`src/rtl/board_display_io.sv`:
```
// Board I/O stage: debounced step button with press counter, 32-bit PC/register
// snapshot, and a 4-digit active-low seven-segment hex scanner.
module board_display_io #(
    parameter int DEBOUNCE_CYCLES = 250000,
    parameter int SCAN_CYCLES     = 100000
) (
    input  logic        clock,
    input  logic        reset,
    input  logic        step_button,
    input  logic        show_reg,
    input  logic        half_sel,
    input  logic [31:0] pc_out,
    input  logic [31:0] register_out,
    output logic        step_pulse,
    output logic [15:0] step_count,
    output logic [3:0]  anode,
    output logic [6:0]  cathode,
    output logic        dp
);

    localparam int DB_W = (DEBOUNCE_CYCLES > 1) ? $clog2(DEBOUNCE_CYCLES) : 1;
    localparam int SC_W = (SCAN_CYCLES > 1) ? $clog2(SCAN_CYCLES) : 1;
    localparam logic [DB_W-1:0] DB_LAST = DB_W'(DEBOUNCE_CYCLES - 1);
    localparam logic [SC_W-1:0] SC_LAST = SC_W'(SCAN_CYCLES - 1);

    function automatic logic [6:0] hex7(input logic [3:0] v);
        case (v)
            4'h0: hex7 = 7'b1000000;
            4'h1: hex7 = 7'b1111001;
            4'h2: hex7 = 7'b0100100;
            4'h3: hex7 = 7'b0110000;
            4'h4: hex7 = 7'b0011001;
            4'h5: hex7 = 7'b0010010;
            4'h6: hex7 = 7'b0000010;
            4'h7: hex7 = 7'b1111000;
            4'h8: hex7 = 7'b0000000;
            4'h9: hex7 = 7'b0010000;
            4'hA: hex7 = 7'b0001000;
            4'hB: hex7 = 7'b0000011;
            4'hC: hex7 = 7'b1000110;
            4'hD: hex7 = 7'b0100001;
            4'hE: hex7 = 7'b0000110;
            default: hex7 = 7'b0001110;
        endcase
    endfunction

    logic            sync_meta_q, sync_q;
    logic            stable_q, stable_d, stable_dly_q;
    logic [DB_W-1:0] db_cnt_q, db_cnt_d;
    logic            pulse_q, pulse_d;
    logic [15:0]     step_cnt_q, step_cnt_d;
    logic            show_reg_q;
    logic [31:0]     snap_q, snap_d;
    logic [SC_W-1:0] scan_cnt_q, scan_cnt_d;
    logic [1:0]      digit_q, digit_d;
    logic [3:0]      anode_q, anode_d;
    logic [6:0]      cathode_q, cathode_d;
    logic            dp_q, dp_d;
    logic [15:0]     half;
    logic [3:0]      nibble;

    always_comb begin
        stable_d = stable_q;
        db_cnt_d = db_cnt_q;
        if (sync_q == stable_q) begin
            db_cnt_d = '0;
        end else if (db_cnt_q == DB_LAST) begin
            stable_d = sync_q;
            db_cnt_d = '0;
        end else begin
            db_cnt_d = db_cnt_q + DB_W'(1);
        end

        pulse_d    = stable_q & ~stable_dly_q;
        step_cnt_d = step_cnt_q + {15'd0, pulse_q};

        // Loading one cycle after the pulse lets the pipeline advance first.
        snap_d = snap_q;
        if (pulse_q || (show_reg != show_reg_q))
            snap_d = show_reg ? register_out : pc_out;

        scan_cnt_d = scan_cnt_q + SC_W'(1);
        digit_d    = digit_q;
        if (scan_cnt_q == SC_LAST) begin
            scan_cnt_d = '0;
            digit_d    = digit_q + 2'd1;
        end

        half      = half_sel ? snap_q[31:16] : snap_q[15:0];
        nibble    = half[{digit_q, 2'b00} +: 4];
        anode_d   = ~(4'b0001 << digit_q);
        cathode_d = hex7(nibble);
        dp_d      = ~((digit_q == 2'd0) && show_reg);
    end

    always_ff @(posedge clock or negedge reset) begin
        if (!reset) begin
            sync_meta_q  <= 1'b0;
            sync_q       <= 1'b0;
            stable_q     <= 1'b0;
            stable_dly_q <= 1'b0;
            db_cnt_q     <= '0;
            pulse_q      <= 1'b0;
            step_cnt_q   <= 16'h0000;
            show_reg_q   <= 1'b0;
            snap_q       <= 32'h0;
            scan_cnt_q   <= '0;
            digit_q      <= 2'd0;
            anode_q      <= 4'b1111;
            cathode_q    <= 7'h7F;
            dp_q         <= 1'b1;
        end else begin
            sync_meta_q  <= step_button;
            sync_q       <= sync_meta_q;
            stable_q     <= stable_d;
            stable_dly_q <= stable_q;
            db_cnt_q     <= db_cnt_d;
            pulse_q      <= pulse_d;
            step_cnt_q   <= step_cnt_d;
            show_reg_q   <= show_reg;
            snap_q       <= snap_d;
            scan_cnt_q   <= scan_cnt_d;
            digit_q      <= digit_d;
            anode_q      <= anode_d;
            cathode_q    <= cathode_d;
            dp_q         <= dp_d;
        end
    end

    assign step_pulse = pulse_q;
    assign step_count = step_cnt_q;
    assign anode      = anode_q;
    assign cathode    = cathode_q;
    assign dp         = dp_q;

endmodule

```
`config.mk`:
```
export PLATFORM = sky130hd
export DESIGN_NAME = board_display_io
export DESIGN_NICKNAME = d
export VERILOG_FILES = /design/src/rtl/board_display_io.sv
export SDC_FILE = /design/constraint.sdc
export NUM_CORES = 1
export LEC_CHECK = 0
export BUFFER_PORTS_ARGS = -buffer_cell sky130_fd_sc_hd__buf_2
export CORE_ASPECT_RATIO = 0.6
export CORE_UTILIZATION = 30
export CTS_BUF_LIST = sky130_fd_sc_hd__clkbuf_8
export DETAILED_ROUTE_END_ITERATION = 8
export SKIP_CTS_REPAIR_TIMING = 1
export SLEW_MARGIN = 20
export SYNTH_ARGS = -nofsm -noshare
export SYNTH_HDL_FRONTEND = slang
export SYNTH_SLANG_ARGS = --single-unit
```
`constraint.sdc`:
```
create_clock -name clock -period 3.1 [get_ports clock]
set_input_delay 0.62 -clock clock [delete_from_list [all_inputs] [get_ports clock]]
set_output_delay 0.62 -clock clock [all_outputs]
set_load 0.01 [all_outputs]
```
# ---- Yosys cells after proc, flatten, opt, wreduce, memory -nomap -nowiden
# Memories as Yosys holds them, arrays and structs flattened. A register that Yosys moved wholly into a read port is not among the register bits.
# Cells that the tools add are included.
# W data, S select, Z words.
dict set report word_totals {
  register_bits 96
  romBits 112
  in_bits 69
  elab_cells 39
  mem_count 1
}
dict set report op_classes {
  n_addsub 4
  eq_ne 4
  n_shift 2
  n_mux 5
  bitwise 5
  reduce_logical 5
}
# memory depth width rd rd_clocked_by_memory_dff write_ports line
set mem_list {}
lappend mem_list {{(no name shown)} 16 7 1 1 0 27} ;# case (v)
# cell count
set ops {}
lappend ops {{$mux W18} 2}
lappend ops {{$mux W32} 1}
lappend ops {{$add A18 B1 Y18 const B} 1}
lappend ops {{$eq A18 B18 Y1 const B} 1}
lappend ops {{$add A17 B1 Y17 const B} 1}
lappend ops {{$eq A17 B17 Y1 const B} 1}
lappend ops {{$mux W17} 1}
lappend ops {{$add A16 B1 Y16} 1}
lappend ops {{$mux W16} 1}
lappend ops {{$shiftx A16 B5 Y4} 1}
lappend ops {{$not A4 Y4} 1}
lappend ops {{$shl A1 B2 Y4 const A} 1}
lappend ops {{$not A1 Y1} 3}
lappend ops {{$add A2 B1 Y2 const B} 1}
lappend ops {{$logic_not A2 Y1} 1}
lappend ops {{$reduce_and A2 Y1} 1}
lappend ops {{$and A1 B1 Y1} 1}
lappend ops {{$eq A1 B1 Y1} 1}
lappend ops {{$logic_and A1 B1 Y1} 1}
lappend ops {{$logic_not A1 Y1} 1}
lappend ops {{$logic_or A1 B1 Y1} 1}
lappend ops {{$ne A1 B1 Y1} 1}

# ---- Depth between registers and ports, before layout
# Gate-level depths: netlist of the first run.
dict set report logic_depth {
  ltp_word 3
  depth_mapped 8
}

# ---- Worst setup path before layout of the first run
# No wires, ideal clock.
dict set report synth_path {
  path_kind {in2reg}
  start {input port half_sel}
  end {register cathode_q[4] (netlist: cathode[4])}
  arrival_time_ps 2336
  t_required_ps 3021
  slack_ps 685
  path_stages 7
  n_path_buf 1
  path_cell_list {buf_4 -> mux4_2 -> mux2i_1 -> inv_1 -> ha_1 -> mux2_2 -> o21ai_0}
}
dict set report synth_between {
  elab_chain_len 2
}
# element line
set synth_lines {}
lappend synth_lines {{start, declared} 11} ;# input logic half_sel,
lappend synth_lines {{$mux W16} 89} ;# half = half_sel ? snap_q[31:16] : snap_q[15:0];
lappend synth_lines {{$shiftx A16 B5 Y4} 90} ;# nibble = half[{digit_q, 2'b00} +: 4];
lappend synth_lines {{end, declared} 57} ;# logic [6:0] cathode_q, cathode_d;
# Every way passes these cells.
# A chain may end at the register's enable or synchronous reset.

# ---- Worst setup path in the final report of the first run
# Ends and elaborated chain as after synthesis.

==> results of run 1 <==
[cells by family after synthesis]
family | Yosys count | share of synthesized area
muxes | 54 | 0.136
DFF | 103 | 0.523
AOI/OAI and AO/OA | 51 | 0.0611
buffers and inverters | 34 | 0.0280
xor gates and xnor gates | 43 | 0.0760
adders and majority gates | 13 | 0.0328
and+or+nand+nor | 142 | 0.143
[critical path: cells and delay by family]
kind | cells | cell delay, ps
compound gates | 1 | 200
fa+ha+maj | 1 | 260
buf+inv | 2 | 370
mux | 3 | 1220
[power by group through the flow]
stage                     Clock [mW]  Sequential, mW  Combinational, mW
after detailed placement           0            1.57              0.420
after floorplan                    0            1.54              0.248
after CTS                       1.02            1.55              0.422
final                          0.986            1.55              0.413
after global placement             0            1.57              0.404
after global routing            1.07            1.56              0.472
[cell type report]
| class | instances | share of cell area |
|---|---|---|
| inverter | 16 | 0.0102 |
| tap | 203 | 0.0430 |
| timing repair buffer | 102 | 0.0911 |
| clock inverter | 6 | 0.0184 |
| multi-input combinational | 303 | 0.378 |
| sequential | 103 | 0.439 |
| clock buffer | 9 | 0.0210 |
[synth_stat cells (all sizes together) (12+ instances only)]
| master | number | area, sq um |
|---|---|---|
| dfstp | 12 | 315 |
| nand2 | 47 | 176 |
| xnor2 | 28 | 245 |
| mux2i | 41 | 435 |
| inv | 16 | 60.1 |
| ha | 13 | 163 |
| xor2 | 15 | 131 |
| clkbuf | 12 | 45.0 |
| dfrtp | 91 | 2280 |
| nand3 | 20 | 100 |
| nor2 | 29 | 109 |
| o21ai | 36 | 180 |
[path summary, 6_finish.rpt]
check	end	slack (ps)	startpoint
setup / recovery	cathode[4]	700	half_sel
hold / removal	show_reg_q	320	reset
setup reg to reg	cathode[4]	730	digit_q[1]
hold reg to reg	sync_q	360	sync_meta_q
max in group asynchronous	anode[2]	1950	reset
min in group clock	sync_q	360	sync_meta_q
[flip-flops by register name, summed over array words and instances, names as in the netlist]
| register | flops |
|---|---|
| sync_meta_q | 1 |
| dp | 1 |
| step_count | 16 |
| cathode | 7 |
| stable_dly_q | 1 |
| db_cnt_q | 18 |
| scan_cnt_q | 17 |
| step_pulse | 1 |
| anode | 4 |
| sync_q | 1 |
| snap_q | 32 |
| stable_q | 1 |
| show_reg_q | 1 |
| digit_q | 2 |
[routing by layer]
| metal | up-vias | global-route usage |
|---|---|---|
| met4 | 0 | 0.0381 |
| met5 | - | 0 |
| met2 | 93 | 0.198 |
| li1 | 1727 | - |
| met1 | 1692 | 0.214 |
| met3 | 7 | 0.0371 |
==> impl_metrics.tcl, run 1 <==
set metrics [dict create \
    period_share 0.774 \
    diodes 0 \
    design_area_sq_mm 0.00591 \
    final_util 0.376 \
    synth_cell_type_count 41 \
    max_freq_ghz 0.417 \
    core_area_sq_mm 0.0157 \
    endpoint_kind "flop" \
    top_layer_used "met4" \
    synth_area_sq_mm 0.00495 \
    cts_buffers 9 \
    track_usage 0.142 \
    slew_headroom 0.330 \
    totalPowerFinal_mw 2.95 \
    hold_class "in -> async" \
    tightest_slew_ps 1000 \
    avgSynthCellArea_sq_um 11.3 \
    multi_input_area_sq_mm 0.00223 \
    grt_max_degree 61 \
    ys_seq_elements 103 \
    crit_fanout 8 \
    routedLengthMet1_mm 5.69 \
    sw_frac_of_total 0.257 \
    ios 98 \
    cpPeakStageDelay_ps 550 \
    die_h_um 102 \
    route.met2.wl_mm 4.62 \
    synth_edf_count 0 \
    layout_common_cells "buf_2, dfrtp_1, nand2_1" \
    port_buffers 97 \
    arrival_ps 2670 \
    outcome "complete, no violations" \
    crit_chain "buf_2 > mux4_2 > mux2i_1 > inv_1 > ha_1 > mux2_2 > o21ai_0" \
    drive_above_1_share 0.278 \
    maxSlewViolCount 0 \
    place_ws_ps 316 \
    drtAntennaViolNets 0 \
    crit_slowest_cell "mux4_2" \
    htree_levels 3 \
    grt-ovfl-total 0 \
    final_common_cell "buf_2" \
    routed-wl-met3_um 719 \
    grt_pass1_wl_mm 18.4 \
    hold_viol 0 \
    via_per_inst 4.74 \
    gp_congestion 0.797 \
    tritoncts "built" \
    grt_pass1_vias 3375 \
    yosysSeqAreaShare 0.523 \
    hold_ws_ps 323 \
    skew_ps 12.3 \
    ys.flop_type "dfrtp_1" \
    power.net_switching_uw 757 \
    clkSinkCount 103 \
    cts_buffer_depth 2 \
    cp.required_ps 3380 \
    hpwlAfterDp_mm 8.44 \
    fin_setup_tns_ps 0 \
    clock_power_share 0.335 \
    synthesis.nets 522 \
    instances_no_fill 742 \
    syn2layout_area_growth_pct 19.2 \
    syn_inst 440 \
    antenna_found_initial 1 \
    power_frac_comb 0.140 \
    clkLatencyLatePin_ps 370 \
    cts-root-buf "clkbuf_8" \
    finalSetupViolCount 0 \
    drt-pass1-iter-count 4 \
    postPlaceCellArea_sq_mm 0.00568 \
    rr_worst_depth 6 \
    initial_core_util 0.315 \
    leakage_nw 2.82 \
    finalWorstSetupSlack_ps 702 \
    yosysWarnings 0 \
    drtIter0Drc 246 \
    drt-wirelength-per-cell_um 15.0 \
    dpl.cell_count 727 \
    ir_drop_uv 192 \
    std_cell_rows 35 \
    dieArea_sq_mm 0.0171 \
    maxCapViolations 0 \
    fin_crit_ps 2400 \
    cts.clk_slew.worst_paths_ps 90 \
    seq_area_sq_mm 0.00259 \
    cp-start-kind "input port" \
    p_int_mw 2.19 \
    post-route-drc-count 0 \
    wirelength_mm 11.1 \
    power.density_mw_per_mm2 499 \
    die_w_um 168 \
    worstSetupPathType "in -> reg" \
    p_seq_frac 0.525 \
    fill_cells 1550 \
    fin_nets 617 \
    rsz0062_at_grt "no" \
    dr_total_vias 3519 \
    async_flop_share 1.00 \
]
No activity file was read; power rests on OpenSTA's default activity.
==> run 2, diff against run 1 <==
- clock period: 3.1 -> 2.1 ns (I/O delays scaled with it)
==> run 2 against run 1 <==
Effect of this change:
- flip-flop and latch count unchanged
- critical endpoint is now digit_q[1]
- largest power group unchanged
- critical path depth decreased by 3
- register-to-register slack lost 600 ps
==> impl_metrics.tcl, run 2 (same netlist as run 1, synthesis figures left out) <==
set metrics [dict create \
    outcome "complete, no violations" \
    wirelength_mm 11.4 \
    post-route-drc-count 0 \
    dr_total_vias 3601 \
    slew_headroom 0.661 \
    hpwlAfterDp_mm 8.77 \
    maxCapViolations 0 \
    postPlaceCellArea_sq_mm 0.00588 \
    grt_pass1_vias 3684 \
    cts_buffer_depth 2 \
    reg2reg_slack_ps 130 \
    crit-reg2reg-launch "scan_cnt_q[12]" \
    fin_nets 639 \
    holdPathStages 1 \
    reg2reg_to "digit_q[1]" \
    period_share 0.939 \
    std_cell_rows 35 \
    max_freq_ghz 0.507 \
    totalPowerFinal_mw 4.13 \
    clkLatencyLatePin_ps 370 \
    top_regs "snap_q (32), db_cnt_q (18), scan_cnt_q (17)" \
    instances_no_fill 766 \
    cp_top_family "simple AND/OR/NAND/NOR gates" \
    drtAntennaViolNets 0 \
    largest_reg_flops 32 \
    skew_ps 11.9 \
    rsz0062_at_grt "no" \
    drtIter0Drc 114 \
    hold_viol 0 \
    fin_crit_ps 1970 \
    initial_core_util 0.315 \
    finalSetupViolCount 0 \
    finalWorstSetupSlack_ps 128 \
    dpl.cell_count 748 \
    path_buf_inv 0 \
    antenna_found_initial 1 \
    grt_pass1_wl_mm 18.9 \
    arrival_ps 2230 \
    place_ws_ps -149 \
    tritoncts "built" \
    worstSetupPathType "reg -> reg" \
    hold_class "in -> reg" \
    power.density_mw_per_mm2 679 \
    syn2layout_area_growth_pct 22.8 \
    fin_setup_tns_ps 0 \
    die_h_um 102 \
    htree_levels 3 \
    ios 98 \
    crit_slowest_cell "or4b_1" \
    hp-start "step_button" \
    holdPathEnd "sync_meta_q" \
    drt-wirelength-per-cell_um 14.9 \
    dieArea_sq_mm 0.0171 \
    rr_worst_depth 4 \
    core_area_sq_mm 0.0157 \
    drive_above_1_share 0.313 \
    maxSlewViolCount 0 \
    cts-root-buf "clkbuf_8" \
    cp-start-kind "flop" \
    final_common_cell "buf_2" \
    via_per_inst 4.70 \
    leakage_nw 2.89 \
    cts_buffers 9 \
    layout_common_cells "buf_2, dfrtp_1, nand2_1" \
    cp.required_ps 2360 \
    ir_drop_uv 311 \
    regMostFlops "snap_q" \
    gp_congestion 0.795 \
    crit_chain "or4b_1 > nor4b_2 > and4_1 > mux2_2" \
    crit_fanout 3 \
    endpoint_kind "flop" \
    cts.clk_slew.worst_paths_ps 110 \
    grt_max_degree 65 \
    tightest_slew_ps 504 \
    clkSinkCount 103 \
    drt-pass1-iter-count 4 \
    grt-ovfl-total 0 \
    port_buffers 97 \
    die_w_um 168 \
    track_usage 0.143 \
    design_area_sq_mm 0.00608 \
    cpPeakStageDelay_ps 540 \
]
[run 2: cell count changes in the layout (fill, tap and decap cells not counted), sizes merged]
cell / change
buf: +21
bufinv: -3
clkinvlp: +2
diode: +1
dlygate4sd3: +1
inv: +2
[run 2: layout make-up]
class | instances | area [sq um]
Antenna cell | 1 | 2.50
Clock buffer | 9 | 124
Clock inverter | 7 | 55.1
Fill cell | 1535 | 9640
Inverter | 16 | 60.1
Multi-Input combinational cell | 303 | 2260
Sequential cell | 103 | 2590
Tap cell | 203 | 254
Timing Repair Buffer | 124 | 731
[run 2: worst max path at each step]
stage	start	endpoint	slack, ps	cells after the start
finish	scan_cnt_q[12]	digit_q[1]	130	4
global route	db_cnt_q[0]	db_cnt_q[16]	1	5
CTS	scan_cnt_q[12]	digit_q[1]	80	4
detailed placement	half_sel	cathode[5]	-150	7
global placement	half_sel	cathode[4]	-40	7
floorplan	half_sel	cathode[4]	10	7
[run 2: power breakdown]
group          internal, mW  total, mW  leakage, nW  switching (mW)
clock network         0.444       1.17       0.0866           0.724
logic                 0.338      0.711         1.49           0.373
registers              2.16       2.25         1.31          0.0874
[run 2: metal layers]
metal  global-route usage  share of wire  wire, um  vias to the layer above
li1                     -              -         -                     1766
met4               0.0416          0.012       137                        0
met3               0.0363          0.043       491                       10
met2                0.214           0.43      4900                       71
met1                0.205           0.52      5910                     1754
met5                    0              0         0                        -
[run 2: metrics by stage]
step,util,hold WS (ps)
after global routing,0.387,117
final,0.387,148
after detailed placement,0.374,336
after floorplan,-,124
after global placement,0.374,334
after CTS,0.386,-31.0
